==> src/rtl/gray_monitor.sv <==
// Consumer of a 3-bit Gray counter: converts sampled codes to binary, checks each
// step for legality, counts laps and sequence errors, and latches upstream overflow.
module gray_monitor #(
   parameter int LAP_W = 8,
   parameter int ERR_W = 4
) (
   input  logic             Clk,
   input  logic             Reset,
   input  logic             Valid,
   input  logic [2:0]       GrayIn,
   input  logic             OvfIn,
   input  logic             Clear,
   output logic [2:0]       Binary,
   output logic             SampleOut,
   output logic             Wrap,
   output logic [LAP_W-1:0] Lap,
   output logic             Error,
   output logic [ERR_W-1:0] ErrCount,
   output logic             OvfSeen
);

   typedef enum logic [1:0] {
      IDLE  = 2'd0,
      TRACK = 2'd1,
      FAULT = 2'd2
   } state_t;

   state_t           state_r, state_nxt_s;
   logic [2:0]       prev_r, prev_nxt_s;
   logic             sample_r, sample_nxt_s;
   logic             wrap_r, wrap_nxt_s;
   logic [LAP_W-1:0] lap_r, lap_nxt_s;
   logic             err_r, err_nxt_s;
   logic [ERR_W-1:0] ecnt_r, ecnt_nxt_s;
   logic             ovf_r, ovf_nxt_s;
   logic [2:0]       bin_s;
   logic [2:0]       prev_inc_s;

   function automatic logic [2:0] gray_to_bin(input logic [2:0] g);
      logic [2:0] b;
      b[2] = g[2];
      b[1] = g[2] ^ g[1];
      b[0] = g[2] ^ g[1] ^ g[0];
      return b;
   endfunction

   assign bin_s      = gray_to_bin(GrayIn);
   assign prev_inc_s = prev_r + 3'd1;

   // Next-state and next-output logic; Clear outranks a simultaneous sample.
   always_comb begin
      state_nxt_s  = state_r;
      prev_nxt_s   = prev_r;
      sample_nxt_s = 1'b0;
      wrap_nxt_s   = 1'b0;
      lap_nxt_s    = lap_r;
      err_nxt_s    = err_r;
      ecnt_nxt_s   = ecnt_r;
      ovf_nxt_s    = ovf_r;
      if (Clear) begin
         state_nxt_s = IDLE;
         prev_nxt_s  = 3'd0;
         lap_nxt_s   = {LAP_W{1'b0}};
         err_nxt_s   = 1'b0;
         ecnt_nxt_s  = {ERR_W{1'b0}};
         ovf_nxt_s   = 1'b0;
      end else if (Valid) begin
         sample_nxt_s = 1'b1;
         ovf_nxt_s    = ovf_r | OvfIn;
         case (state_r)
            IDLE: begin
               prev_nxt_s  = bin_s;
               state_nxt_s = TRACK;
            end
            TRACK, FAULT: begin
               if (bin_s == prev_r) begin
                  state_nxt_s = TRACK;
               end else if (bin_s == prev_inc_s) begin
                  prev_nxt_s  = bin_s;
                  state_nxt_s = TRACK;
                  // Only a 7->0 step can land here with prev at 7.
                  if (prev_r == 3'd7) begin
                     wrap_nxt_s = 1'b1;
                     if (lap_r != {LAP_W{1'b1}}) begin
                        lap_nxt_s = lap_r + {{(LAP_W-1){1'b0}}, 1'b1};
                     end else begin
                        lap_nxt_s = lap_r;
                     end
                  end else begin
                     wrap_nxt_s = 1'b0;
                  end
               end else begin
                  prev_nxt_s  = bin_s;
                  state_nxt_s = FAULT;
                  err_nxt_s   = 1'b1;
                  if (ecnt_r != {ERR_W{1'b1}}) begin
                     ecnt_nxt_s = ecnt_r + {{(ERR_W-1){1'b0}}, 1'b1};
                  end else begin
                     ecnt_nxt_s = ecnt_r;
                  end
               end
            end
            default: begin
               state_nxt_s = IDLE;
            end
         endcase
      end else begin
         state_nxt_s = state_r;
      end
   end

   // State and output registers.
   always_ff @(posedge Clk or negedge Reset) begin
      if (!Reset) begin
         state_r  <= IDLE;
         prev_r   <= 3'd0;
         sample_r <= 1'b0;
         wrap_r   <= 1'b0;
         lap_r    <= {LAP_W{1'b0}};
         err_r    <= 1'b0;
         ecnt_r   <= {ERR_W{1'b0}};
         ovf_r    <= 1'b0;
      end else begin
         state_r  <= state_nxt_s;
         prev_r   <= prev_nxt_s;
         sample_r <= sample_nxt_s;
         wrap_r   <= wrap_nxt_s;
         lap_r    <= lap_nxt_s;
         err_r    <= err_nxt_s;
         ecnt_r   <= ecnt_nxt_s;
         ovf_r    <= ovf_nxt_s;
      end
   end

   assign Binary    = prev_r;
   assign SampleOut = sample_r;
   assign Wrap      = wrap_r;
   assign Lap       = lap_r;
   assign Error     = err_r;
   assign ErrCount  = ecnt_r;
   assign OvfSeen   = ovf_r;

endmodule

==> config.mk <==
export PLATFORM = sky130hd
export DESIGN_NAME = gray_monitor
export DESIGN_NICKNAME = d
export VERILOG_FILES = /design/src/rtl/gray_monitor.sv
export SDC_FILE = /design/constraint.sdc
export NUM_CORES = 1
export LEC_CHECK = 0
export BUFFER_PORTS_ARGS = -buffer_cell sky130_fd_sc_hd__buf_2
export CAP_MARGIN = 20
export CORE_MARGIN = 3
export CORE_UTILIZATION = 58
export CTS_CLUSTER_SIZE = 14
export DETAILED_ROUTE_END_ITERATION = 12
export GPL_ROUTABILITY_DRIVEN = 0
export PLACE_DENSITY = 0.8
export SETUP_SLACK_MARGIN = 0.15
export SYNTH_ARGS = -nofsm -noshare
export SYNTH_HDL_FRONTEND = slang
export SYNTH_SLANG_ARGS = --single-unit
==> constraint.sdc <==
create_clock -name Clk -period 7.85 [get_ports Clk]
set_clock_uncertainty 0.2 [all_clocks]
set_input_delay 0.785 -clock Clk [delete_from_list [all_inputs] [get_ports Clk]]
set_output_delay 0.785 -clock Clk [all_outputs]
set_load 0.1 [all_outputs]
==> impl_metrics.env <==
export IMPL_status="finished, final reports clean"
export IMPL_drv_slew=0
export IMPL_crit_type="reg2reg"
export IMPL_grt_pass1_vias=1081
export IMPL_async_flop_share_pct=100
export IMPL_fin_hold_ws_ns=0.218
export IMPL_power_switching_mw=0.0870
export IMPL_setup_viol=0
export IMPL_grt_first_pass_wirelength_um=4580
export IMPL_cellPowerDensity_nw_per_um2=161
export IMPL_drt_total_wl_um=2740
export IMPL_crit_buf_inv=0
export IMPL_first_pass_iters=4
export IMPL_crit_path_start_kind="flop"
export IMPL_clock_path_buffers=2
export IMPL_grt_overflow=0
export IMPL_vias=1127
export IMPL_hold_viol=0
export IMPL_crit_path_max_incr_delay_ns=0.55
export IMPL_syn_area_um2=1310
export IMPL_place_ws_ns=4.86
export IMPL_die_h_um=53.5
export IMPL_initial_core_util_pct=64.2
export IMPL_fin_crit_sh_pct=37.1
export IMPL_root_buffer="clkbuf_4"
export IMPL_drt_iter0_drc=34
export IMPL_clk_pin_slew_ns=0.12
export IMPL_cp_cell_sequence="ha_1, ha_1, nor2_1, or4b_4, a31o_1, or4_1, a21oi_1"
export IMPL_clkSinkCount=21
export IMPL_clk_latency_ns=0.30
export IMPL_path_max_fanout=15
export IMPL_relSlewSlack_pct=62.7
export IMPL_path_common_cell="ha_1"
export IMPL_synth_edf_count=0
export IMPL_dp_hpwl_um=1920
export IMPL_min_period_ns=2.91
export IMPL_pwr_share_comb_pct=28.3
export IMPL_synthFlopType="dfrtp_1"
export IMPL_wl_per_cell_um=14.6
export IMPL_crit_path_end_kind="flop"
export IMPL_cp_arrival_ns=2.95
export IMPL_antenna_found_initial=0
export IMPL_antennaDiodeCount=0
export IMPL_power_internal_mw=0.149
export IMPL_power_frac_seq_pct=49.6
export IMPL_maxCapViolCount=0
export IMPL_cts_resized=0
export IMPL_critical_path_slowest_cell="or4_1"
export IMPL_synth_cell_type_count=37
export IMPL_tns_ns=0
export IMPL_routed_via_density=6.03
export IMPL_die_w_um=53.5
export IMPL_synth_cells=137
export IMPL_ctsHoldBuffers=0
export IMPL_io_buffers=26
export IMPL_final_antenna_net_count=0
export IMPL_p_leak_nw=0.672
export IMPL_synth_nets=151
export IMPL_drive_gt1_share_pct=25.6
export IMPL_area_delta_synth_final_pct=12.0
export IMPL_grt_max_degree=28
export IMPL_fin_cells=187
export IMPL_yosysSeqAreaShare_pct=40.1
export IMPL_fin_nets=175
export IMPL_coreArea_um2=2040
export IMPL_gr_usage_all_layers_pct=21.8
export IMPL_hold_path_class="in2async"
export IMPL_tritoncts="built"
export IMPL_avgSynthCellArea_um2=9.56
export IMPL_yosysWarnings=0
export IMPL_h_tree_depth=1
export IMPL_crit_required_ns=7.89
export IMPL_ios=27
export IMPL_die_area_um2=2860
export IMPL_switching_share_pct=36.9
export IMPL_ys_seq_elements=21
export IMPL_drc=0
export IMPL_grt_setup_unrepaired="false"
export IMPL_num_rows=16
export IMPL_fmax_ghz=0.344
export IMPL_ir_drop_mv=0.149
export IMPL_tightest_slew_ns=0.553
export IMPL_place_inst=183
export IMPL_clkPwrFrac_pct=22.2
export IMPL_fin_ws_ns=4.94
export IMPL_postCtsSetupRepairBufs=0
export IMPL_cts_buffers=3
export IMPL_crit_family="simple AND/OR/NAND/NOR gates"
-- stage by stage --
step | total power, mW | util [%] | area, µm²
2_1_floorplan | 0.171 | - | 1310
3_3_place_gp | 0.183 | 70.5 | 1440
3_5_place_dp | 0.186 | 70.5 | 1440
4_1_cts | 0.239 | 71.9 | 1470
5_1_grt | 0.249 | 71.9 | 1470
6_report | 0.236 | 71.9 | 1470
-- Yosys cell counts (all sizes together), types with 5 or more instances --
cell type	number	area, µm²
o21ai	7	35.0
mux2	6	67.6
clkbuf	5	18.8
ha	6	75.1
nand2	5	18.8
inv	5	18.8
dfrtp	21	526
nor2	8	30.0
or4	6	45.0
o31ai	5	37.5
a21oi	12	60.1
nor2b	6	37.5
-- cell families after synthesis --
kind of cell,share of synthesized area [%]
fa+ha+maj,5.73
mux,6.69
buf+inv,4.01
simple gates,27.9
compound gates,13.0
flops,40.1
xor+xnor,2.58
-- layout make-up --
cell class,count,area [µm²]
multi-input combinational,104,732
sequential,21,526
timing repair buffer,26,130
clock inverter,1,5.00
inverter,5,18.8
tap,27,33.8
fill,156,574
clock buffer,3,22.5
-- state kept, by name, indices dropped and copies added, names as in the netlist --
signal / count
Wrap: 1
state_r: 2
Error: 1
ErrCount: 4
OvfSeen: 1
SampleOut: 1
Lap: 8
Binary: 3
-- worst paths after layout --
path	startpoint	end	slack (ns)	cells after the start
setup / recovery	Binary[0]	Lap[3]	4.94	7
hold / removal	Reset	Lap[3]	0.22	1
setup reg to reg	Binary[0]	Lap[3]	4.94	7
hold reg to reg	OvfSeen	OvfSeen	0.32	2
max in group asynchronous	Reset	ErrCount[0]	6.91	1
min in group Clk	OvfSeen	OvfSeen	0.32	2
-- layout by cell type, fill, tap and decap left out, types with 4 or more instances in the layout --
master,Yosys,layout
nand4b_1,4,4
nor2b_1,6,6
inv_1,5,5
nor2_1,8,8
nand2b_1,4,4
nand3_1,4,4
o21ai_0,7,7
o31ai_1,5,5
or4_1,6,6
buf_2,0,26
dfrtp_1,21,21
a21oi_1,12,12
or3_1,4,4
ha_1,6,6
mux2_2,6,6
nand2_1,5,5
-- power by group through the flow --
stage	registers (mW)	clock network [mW]	logic [mW]
global route	0.118	0.0593	0.0722
finish	0.117	0.0522	0.0666
floorplan	0.143	0	0.0281
CTS	0.117	0.0554	0.0670
global placement	0.119	0	0.0643
detailed placement	0.119	0	0.0668
-- metal layers --
layer | GRT usage (%) | part of all wire (%) | vias up
met1 | 27.5 | 45 | 539
met2 | 37.3 | 50 | 32
met4 | 9.36 | 0.44 | 0
li1 | - | - | 554
met3 | 2.54 | 4.6 | 2
met5 | 0 | 0 | -
No activity file was read; power rests on OpenSTA's default activity.
